===== src/rtl/pzbcm_lock_arbiter.sv =====
// pzbcm_lock_arbiter
//   N-way arbiter with grant lock, per-requester beat budget and release
//   handling. Round-robin or fixed-priority policy is selected by i_mode.
//   Optional feature macro: PZBCM_LOCK_ARBITER_AGING_EN adds per-requester
//   saturating age counters; saturated requesters win ahead of i_mode.

// Lowest-set-bit picker: one-hot of the lowest set bit plus its binary index.
module pzbcm_lock_arbiter_lsb #(
    parameter int N  = 4,
    parameter int IW = 2
) (
    input  logic [N-1:0]  vec_i,
    output logic [N-1:0]  onehot_o,
    output logic [IW-1:0] index_o
);
    genvar gi, gb;

    generate
        for (gi = 0; gi < N; gi++) begin : g_oh
            if (gi == 0) begin : g_first
                assign onehot_o[gi] = vec_i[gi];
            end else begin : g_rest
                assign onehot_o[gi] = vec_i[gi] & ~(|vec_i[gi-1:0]);
            end
        end

        // Each index bit is the OR of the one-hot bits whose position has that bit set.
        for (gb = 0; gb < IW; gb++) begin : g_enc
            logic [N-1:0] sel;
            for (gi = 0; gi < N; gi++) begin : g_sel
                if (((gi >> gb) & 1) == 1) begin : g_on
                    assign sel[gi] = onehot_o[gi];
                end else begin : g_off
                    assign sel[gi] = 1'b0;
                end
            end
            assign index_o[gb] = |sel;
        end
    endgenerate
endmodule

module pzbcm_lock_arbiter #(
    parameter int REQUESTS     = 4,
    parameter int WEIGHT_WIDTH = 4,
    parameter int INDEX_WIDTH  = $clog2(REQUESTS),
    parameter int AGE_WIDTH    = 4
) (
    input  logic                             i_clk,
    input  logic                             i_rst,
    input  logic                             i_mode,
    input  logic [REQUESTS*WEIGHT_WIDTH-1:0] i_weight,
    input  logic [REQUESTS-1:0]              i_request,
    input  logic                             i_ack,
    input  logic [REQUESTS-1:0]              i_free,
    output logic [REQUESTS-1:0]              o_grant,
    output logic [INDEX_WIDTH-1:0]           o_grant_index,
    output logic                             o_busy
);
    genvar gi;

    typedef enum logic {
        IDLE = 1'b0,
        BUSY = 1'b1
    } state_t;

    // Reject configurations the arbitration logic cannot represent.
    generate
        if (REQUESTS < 2 || AGE_WIDTH < 1 || WEIGHT_WIDTH < 1) begin : g_bad_params
            $error("pzbcm_lock_arbiter: REQUESTS>=2, AGE_WIDTH>=1 and WEIGHT_WIDTH>=1 required");
        end
    endgenerate

    state_t                   state_q;
    logic [INDEX_WIDTH-1:0]   ptr_q;
    logic [INDEX_WIDTH-1:0]   ptr_d;
    logic [WEIGHT_WIDTH-1:0]  count_q;
    logic [WEIGHT_WIDTH-1:0]  count_inc;
    logic [WEIGHT_WIDTH-1:0]  weight_q;
    logic [REQUESTS-1:0]      owner_q;
    logic [INDEX_WIDTH-1:0]   owner_idx_q;
    logic                     mode_q;

    logic [WEIGHT_WIDTH-1:0]  weight_arr [REQUESTS];

    logic [REQUESTS-1:0]      ptr_mask;
    logic [REQUESTS-1:0]      rr_hi;
    logic [REQUESTS-1:0]      rr_hi_oh;
    logic [INDEX_WIDTH-1:0]   rr_hi_idx;
    logic [REQUESTS-1:0]      req_oh;
    logic [INDEX_WIDTH-1:0]   req_idx;
    logic [REQUESTS-1:0]      win_oh;
    logic [INDEX_WIDTH-1:0]   win_idx;

    logic                     any_request;
    logic                     owner_free;
    logic                     beat_last;
    logic                     release_now;

    // Split the flat weight bus into one budget per requester.
    generate
        for (gi = 0; gi < REQUESTS; gi++) begin : g_weight
            assign weight_arr[gi] = i_weight[gi*WEIGHT_WIDTH +: WEIGHT_WIDTH];
        end
    endgenerate

    // Requesters at or above the round-robin pointer form the first search window.
    generate
        for (gi = 0; gi < REQUESTS; gi++) begin : g_mask
            assign ptr_mask[gi] = (INDEX_WIDTH'(gi) >= ptr_q);
        end
    endgenerate

    assign rr_hi       = i_request & ptr_mask;
    assign any_request = |i_request;

    pzbcm_lock_arbiter_lsb #(
        .N  (REQUESTS),
        .IW (INDEX_WIDTH)
    ) u_lsb_rr_hi (
        .vec_i    (rr_hi),
        .onehot_o (rr_hi_oh),
        .index_o  (rr_hi_idx)
    );

    // Lowest set request serves fixed priority and the round-robin wrap-around.
    pzbcm_lock_arbiter_lsb #(
        .N  (REQUESTS),
        .IW (INDEX_WIDTH)
    ) u_lsb_req (
        .vec_i    (i_request),
        .onehot_o (req_oh),
        .index_o  (req_idx)
    );

`ifdef PZBCM_LOCK_ARBITER_AGING_EN
    logic [AGE_WIDTH-1:0]     age_q [REQUESTS];
    logic [REQUESTS-1:0]      age_sat;
    logic [REQUESTS-1:0]      aged_req;
    logic [REQUESTS-1:0]      aged_oh;
    logic [INDEX_WIDTH-1:0]   aged_idx;

    generate
        for (gi = 0; gi < REQUESTS; gi++) begin : g_age
            assign age_sat[gi] = &age_q[gi];

            // Age a losing requester at each latch; the winner starts over.
            always_ff @(posedge i_clk) begin
                if (i_rst) begin
                    age_q[gi] <= '0;
                end else if (state_q == IDLE && any_request) begin
                    if (win_oh[gi]) begin
                        age_q[gi] <= '0;
                    end else if (i_request[gi] && !age_sat[gi]) begin
                        age_q[gi] <= age_q[gi] + AGE_WIDTH'(1);
                    end
                end
            end
        end
    endgenerate

    assign aged_req = i_request & age_sat;

    pzbcm_lock_arbiter_lsb #(
        .N  (REQUESTS),
        .IW (INDEX_WIDTH)
    ) u_lsb_aged (
        .vec_i    (aged_req),
        .onehot_o (aged_oh),
        .index_o  (aged_idx)
    );

    // Winner: starved requesters first, then the selected policy.
    always_comb begin
        win_oh  = req_oh;
        win_idx = req_idx;
        if (|aged_req) begin
            win_oh  = aged_oh;
            win_idx = aged_idx;
        end else if (!i_mode && |rr_hi) begin
            win_oh  = rr_hi_oh;
            win_idx = rr_hi_idx;
        end
    end
`else
    // Winner: round-robin upper window if it has a request, else lowest index.
    always_comb begin
        win_oh  = req_oh;
        win_idx = req_idx;
        if (!i_mode && |rr_hi) begin
            win_oh  = rr_hi_oh;
            win_idx = rr_hi_idx;
        end
    end
`endif

    assign count_inc   = count_q + WEIGHT_WIDTH'(1);
    assign owner_free  = |(i_free & owner_q);
    assign beat_last   = (weight_q != '0) && i_ack && (count_inc == weight_q);
    assign release_now = (state_q == BUSY) && (owner_free || beat_last);

    // Pointer moves to the requester after the releasing owner, wrapping at REQUESTS.
    always_comb begin
        ptr_d = ptr_q;
        if (release_now && !mode_q) begin
            if (owner_idx_q == INDEX_WIDTH'(REQUESTS - 1)) begin
                ptr_d = '0;
            end else begin
                ptr_d = owner_idx_q + INDEX_WIDTH'(1);
            end
        end
    end

    // Lock FSM: latch the winner in IDLE, count beats and release in BUSY.
    always_ff @(posedge i_clk) begin
        if (i_rst) begin
            state_q     <= IDLE;
            ptr_q       <= '0;
            count_q     <= '0;
            weight_q    <= '0;
            owner_q     <= '0;
            owner_idx_q <= '0;
            mode_q      <= 1'b0;
        end else begin
            ptr_q <= ptr_d;
            case (state_q)
                IDLE: begin
                    if (any_request) begin
                        state_q     <= BUSY;
                        owner_q     <= win_oh;
                        owner_idx_q <= win_idx;
                        weight_q    <= weight_arr[win_idx];
                        mode_q      <= i_mode;
                        count_q     <= '0;
                    end
                end
                BUSY: begin
                    if (release_now) begin
                        state_q <= IDLE;
                        count_q <= '0;
                    end else if (i_ack) begin
                        count_q <= count_inc;
                    end
                end
                default: begin
                    state_q <= IDLE;
                end
            endcase
        end
    end

    // Grant follows the live arbitration in IDLE and the locked owner in BUSY.
    always_comb begin
        o_busy        = (state_q == BUSY);
        o_grant       = win_oh;
        o_grant_index = win_idx;
        if (state_q == BUSY) begin
            o_grant       = owner_q;
            o_grant_index = owner_idx_q;
        end
    end
endmodule

===== config.mk =====
export PLATFORM = sky130hd
export DESIGN_NAME = pzbcm_lock_arbiter
export DESIGN_NICKNAME = d
export VERILOG_FILES = /design/src/rtl/pzbcm_lock_arbiter.sv
export SDC_FILE = /design/constraint.sdc
export NUM_CORES = 1
export LEC_CHECK = 0
export CORE_MARGIN = 3
export CORE_UTILIZATION = 49
export CTS_CLUSTER_SIZE = 12
export DETAILED_ROUTE_END_ITERATION = 10
export PLACE_DENSITY = 0.8
export SLEW_MARGIN = 15
export SYNTH_ARGS = -nofsm -noshare
export SYNTH_HDL_FRONTEND = slang
export SYNTH_SLANG_ARGS = --single-unit

===== constraint.sdc =====
create_clock -name i_clk -period 2.6 [get_ports i_clk]
set_clock_uncertainty 0.1 [all_clocks]
set_input_delay 0.52 -clock i_clk [delete_from_list [all_inputs] [get_ports i_clk]]
set_output_delay 0.52 -clock i_clk [all_outputs]
set_load 0.01 [all_outputs]

; ---- Word level (Yosys, flattened, before mapping)
; Index checks and enable logic that the tools add are counted.
[word_totals]
reg_bits = 18
latch_bits = 0
mem_bits_rw = 0
mem_bits_ro = 0
inputBits = 28
output_inout_bits = 7
word_cells = 71
memories = 0
[classes]
add_sub_neg = 2
multipliers = 0
div_mod_pow = 0
n_lt_le_gt_ge = 5
eq_ne = 4
shifts = 0
mux = 15
bitwise_logic = 16
reduce_logical = 22
[op_table]
columns = cell, n
row1 = $mux W4, 7
row2 = $reduce_or A2 Y1, 6
row3 = $reduce_or A4 Y1, 3
row4 = $and A4 B4 Y4, 2
row5 = $bmux W4 S2, 1
row6 = $pmux W4 S2, 1
row7 = $not A1 Y1, 7
row8 = $and A1 B1 Y1, 6
row9 = $mux W2, 3
row10 = $reduce_or A3 Y1, 2
row11 = $logic_and A1 B1 Y1, 5
row12 = $add A4 B1 Y4 const B, 1
row13 = $eq A4 B4 Y1, 1
row14 = $ge A1 B2 Y1 const A, 2
row15 = $ge A2 B2 Y1 const A, 2
row16 = $reduce_and A2 Y1, 2
row17 = $reduce_bool A4 Y1, 1
row18 = $ge A3 B3 Y1 const B, 1
row19 = $ne A3 B2 Y1 const B, 1
row20 = $not A2 Y3, 1
row21 = $add A2 B1 Y2 const B, 1
row22 = $eq A2 B2 Y1 const B, 1
row23 = $logic_not A1 Y1, 2
row24 = $mux W1, 2
row25 = other kinds (3), 3

; ---- Longest topological paths before layout
[depth]
ltp_word = 11
mapped_depth = 8
mapped_depth_nobuf = 6

; ---- Cells and area by module
; A second synthesis with hierarchy kept.
[unflattened]
cells_unflattened = 197
hier_area_um2 = 1530.2
[by_module_without_submodules]
columns = module, n_inst, cells_per_inst, area_each_um2, seq_area_each_um2
row1 = pzbcm_lock_arbiter, 1, 179, 1402.6, 360.3
row2 = pzbcm_lock_arbiter_lsb, 2, 9, 63.8, 0.0

; ---- Worst setup path after synthesis
; Ideal clock, no wire load.
[synth_timing]
path_type = input to output
from = in i_request[1]
to = out o_grant_index[0]
t_arrival_ps = 1663
required_time_ps = 1980
slack_ps = 317
cell_stages = 5
path_buffers = 1
path_cell_list = buf_2 nor4b_1 a211o_1 a21oi_1 a21oi_1
[synth_between]
elab_chain_cells = 7
elab_cells_between_ends = 15
cone_classes = mux: 2 / bitwise: 7 / reduce/logical: 6
[synth_rtl]
columns = item, line
row1 = "start, declared", 52  ; input logic [REQUESTS-1:0] i_request,
row2 = $and A4 B4 Y4, 113  ; assign rr_hi = i_request & ptr_mask;
row3 = $reduce_or A3 Y1, 23  ; assign onehot_o[gi] = vec_i[gi] & ~(|vec_i[gi-1:0]);
row4 = $not A1 Y1, 23
row5 = $and A1 B1 Y1, 23
row6 = $reduce_or A2 Y1, 37  ; assign index_o[gb] = |sel;
row7 = $mux W2 (*), 189  ; if (!i_mode && |rr_hi) begin
row8 = $mux W2 (*), 256  ; if (state_q == BUSY) begin
row9 = "end, declared", 56  ; output logic [INDEX_WIDTH-1:0] o_grant_index,
; Mark *: on every way between the ends. The rest lies on a longest branch, timed or not.

; ---- Final worst setup path
[layout_timing]
from = reg ptr_q[1]
to = out o_grant[2]
[layout_between]
elab_chain_cells = 7
elab_cells_between_ends = 12
cone_classes = order compare: 4 / mux: 2 / bitwise: 3 / reduce/logical: 3
[layout_rtl]
columns = item, line
row1 = "start, declared", 74  ; logic [INDEX_WIDTH-1:0] ptr_q;
row2 = "start signal, assigned", 224  ; ptr_q <= ptr_d;
row3 = $ge A1 B2 Y1, 109  ; assign ptr_mask[gi] = (INDEX_WIDTH'(gi) >= ptr_q);
row4 = $and A4 B4 Y4 (*), 113
row5 = $reduce_or A2 Y1, 23
row6 = $not A1 Y1, 23
row7 = $and A1 B1 Y1, 23
row8 = $mux W4 (*), 189
row9 = $mux W4 (*), 256
row10 = "end, declared", 55  ; output logic [REQUESTS-1:0] o_grant,
; Marked as above.

==> metrics.txt <==
outcome finished, final reports clean; Antenna Cells 0; Die Area between 3000 and 4000 sq um; CP Launch Type flip-flop; DP HPWL 3250 um; Reg clk slew, reported paths roughly 0.12 ns; dpl cell area roughly 1900 sq um; PD cells roughly 400 nW/um^2; normalized max-slew margin about two thirds; pre-CTS WS -0.604 ns; GP Congestion between 0.8 and 0.9; setup ws final roughly 0.07 ns; routed wire length roughly 4300 um; main combinational cell family by area after synthesis compound AO/OA/AOI/OAI gates; Synth Area per Inst 7.95 sq um; post-synth top area cell dfxtp_1; number of fillers in the final layout 199; Synth top area share between 20% and 30%; gr usage total 26.2%; worst setup path startpoint ptr_q[1]; most frequent cells after synthesis nand2_1 (26), dfxtp_1 (18), a21oi_1 (16), inv_1 (12), nor2_1 (9); crit path max fanout 5; Min Hold Slack between 0.3 and 0.4 ns; number of flops mapped to enable cells by yosys 0; Area contributors post-synth dfxtp_1 (26%), nand2_1 (7.1%), a21oi_1 (5.8%), mux2i_1 (3.6%), inv_1 (3.3%); Num CTS Buffers 3; Antenna Nets Post-Route 0; initial antenna violation count 0; proportion of synthesized area in mux cells under 10%; Starting Density 53.6%; Boundary Pins 35; layout cell share with drive strength beyond 1 between 20% and 30%; first-pass GRT wire length between 6000 and 7000 um; Clk network pwr share between 20% and 30%; Critical Path End Type output pin; Leakage approximately 0.88 nW; reg-to-reg critical path startpoint count_q[0]; largest net degree at the start of global routing 14; Hold Fails Final Rpt 0; Period Utilization, post-route approximately 97%; Int Pwr approximately 0.54 mW; critical path class reg -> out; DRC Markers 0; most common cell in the netlist nand2_1; FF+latch count, synth 18; nets@finish approximately 270; ys flop type dfxtp_1; multi-input gate area in the final layout between 900 and 1000 sq um; row cnt 18; Reg2Reg Capture Point ptr_q[0]; sequential power share roughly 39%; Worst R2R Setup Slack about 0.30 ns; CTS Buffer Depth 2; Mapped Nets 203; vias after detailed routing 1616; max cap viols 0; worst skew pair latency between 0.3 and 0.4 ns; number of global-route vias before repair between 1.5k and 2k; combinational power share around two fifths; initial drt markers between 80 and 90; CTS H-tree lvls 1; Hold Crit Class reg -> reg; setup_tns 0 ns; RSZ-0062 raised after global routing false; Core ar. about 2600 sq um; library cells used by synthesis 52; CP endpoint o_grant[2]; net switching power between 0.2 and 0.3 mW; worst-margin pin slew approximately 0.53 ns; clock root buffer clkbuf_4; async set or reset register ratio after synthesis 0%; post-synthesis sequential area ratio between 20% and 30%; CP Data Required Time between 1.5 and 2 ns; Slew Limit Fails 0; Sw Ratio between 30% and 40%; xor and xnor fraction of the mapped netlist area between 4 and 5%; CTS tree built; Register Area roughly 370 sq um; Post-Syn Area between 1000 and 1500 sq um; via-per-instance ratio a little over 6; Routed WL per cell around 16 um; CTS Sinks 18; Worst R2R Path Depth 6; crit path time final 2.53 ns; Setup violations, final 0; Area Growth Syn to Fin 46.2%; worst vdd ir ~470 uV; post-synthesis compound-gate area fraction between 30% and 40%; Post-Layout Inst Area 2010 sq um; fmax approximately 0.4 GHz; die height a little under 60 um; simple-gate portion of the synthesized area a little over a fifth; Ys Warns 0; Post-Syn Instances about 170; DRT Pass-1 Iters 4; Die W between 50 and 60 um; hold buffer count at CTS 0; hold path startpoint owner_q[0]; post-synthesis adder-cell area fraction roughly 1.8%; WP data arrival between 1.5 and 2 ns; Port Buffers 34; gr ovfl total 0
==> critical path: stages (launching register included) <==
cell           delay, ns
dfxtp_4             0.37
nand2b_1            0.15
a21o_1              0.19
a31o_4              0.26
a22o_1              0.19
a22o_1              0.16
dlygate4sd2_1       0.27
==> layout make-up <==
| type | count | area share, % |
|---|---|---|
| multi-input cells | 133 | 47.9 |
| repair buffers | 67 | 28.1 |
| flip-flops and latches | 18 | 18.2 |
| inverters | 12 | 2.24 |
| well taps | 30 | 1.87 |
| clock buffers | 4 | 1.80 |
==> kinds of logic after synthesis <==
| logic type | Yosys count |
|---|---|
| and+or+nand+nor | 60 |
| xor gates and xnor gates | 4 |
| AOI/OAI and AO/OA | 61 |
| adders and majority gates | 2 |
| buffers and inverters | 22 |
| muxes | 6 |
| DFF | 18 |
==> power groups by stage <==
| stage | registers [mW] | logic [mW] | clock network [mW] |
|---|---|---|---|
| finish | 0.320 | 0.314 | 0.179 |
| global route | 0.324 | 0.340 | 0.193 |
| CTS | 0.320 | 0.306 | 0.179 |
| detailed placement | 0.325 | 0.310 | 0 |
| global placement | 0.324 | 0.298 | 0 |
| floorplan | 0.316 | 0.171 | 0 |
==> timing repair <==
item / CTS / global route
endpoints found under the setup margin: 6 / 6
setup buffers: 0 / 2
pin swaps: 1 / 3
resized for setup: 19 / 12
==> sequential cells by signal (all words and copies together) (netlist names) <==
signal	cells
weight_q	4
count_q	4
ptr_q	2
o_busy	1
owner_q	4
mode_q	1
owner_idx_q	2
==> layer usage <==
metal	GRT usage, %	vias to the layer above	wire (um)
met5	0	-	0
met1	29.8	760	1700
met2	46.7	69	2220
met4	10.4	0	108
li1	-	774	-
met3	6.10	13	255
==> worst min-delay path by stage <==
| stage | depth (start not counted) | to | slack (ns) |
|---|---|---|---|
| 2_1_floorplan | 2 | owner_q[0] | 0.35 |
| 3_3_place_gp | 2 | owner_q[0] | 0.36 |
| 3_5_place_dp | 2 | owner_q[0] | 0.37 |
| 4_1_cts | 2 | owner_q[0] | 0.38 |
| 5_1_grt | 2 | owner_q[3] | 0.41 |
| 6_report | 2 | owner_q[0] | 0.38 |
==> placed cells by master, fill, tap and decap left out, drive strengths merged, types with 2 or more instances in the layout <==
cell and n:
ha 2, o211ai 5, a22o 2, o221a 4, inv 12, dfxtp 18, clkdlybuf4s50 23, xnor2 2
a21oi 16, nor2b 3, o32ai 4, a31oi 2, a21o 3, clkbuf 6, nand3 4, nand2 26
nor3 5, dlygate4sd2 7, buf 34, o21a 2, a31o 2, mux2i 5, a311oi 3, or2 2
o21bai 2, a22oi 3, nand3b 3, o2111ai 4, nor2 10, a32oi 2
==> stage by stage <==
step / instances / util [%] / total power [mW]
final: 264 / 78.3 / 0.814
after global routing: 264 / 78.3 / 0.857
after CTS: 262 / 77.3 / 0.804
after detailed placement: 258 / 75.5 / 0.635
after global placement: 258 / 75.5 / 0.622
after floorplan: 173 / - / 0.486
No activity file was read; power rests on OpenSTA's default activity.
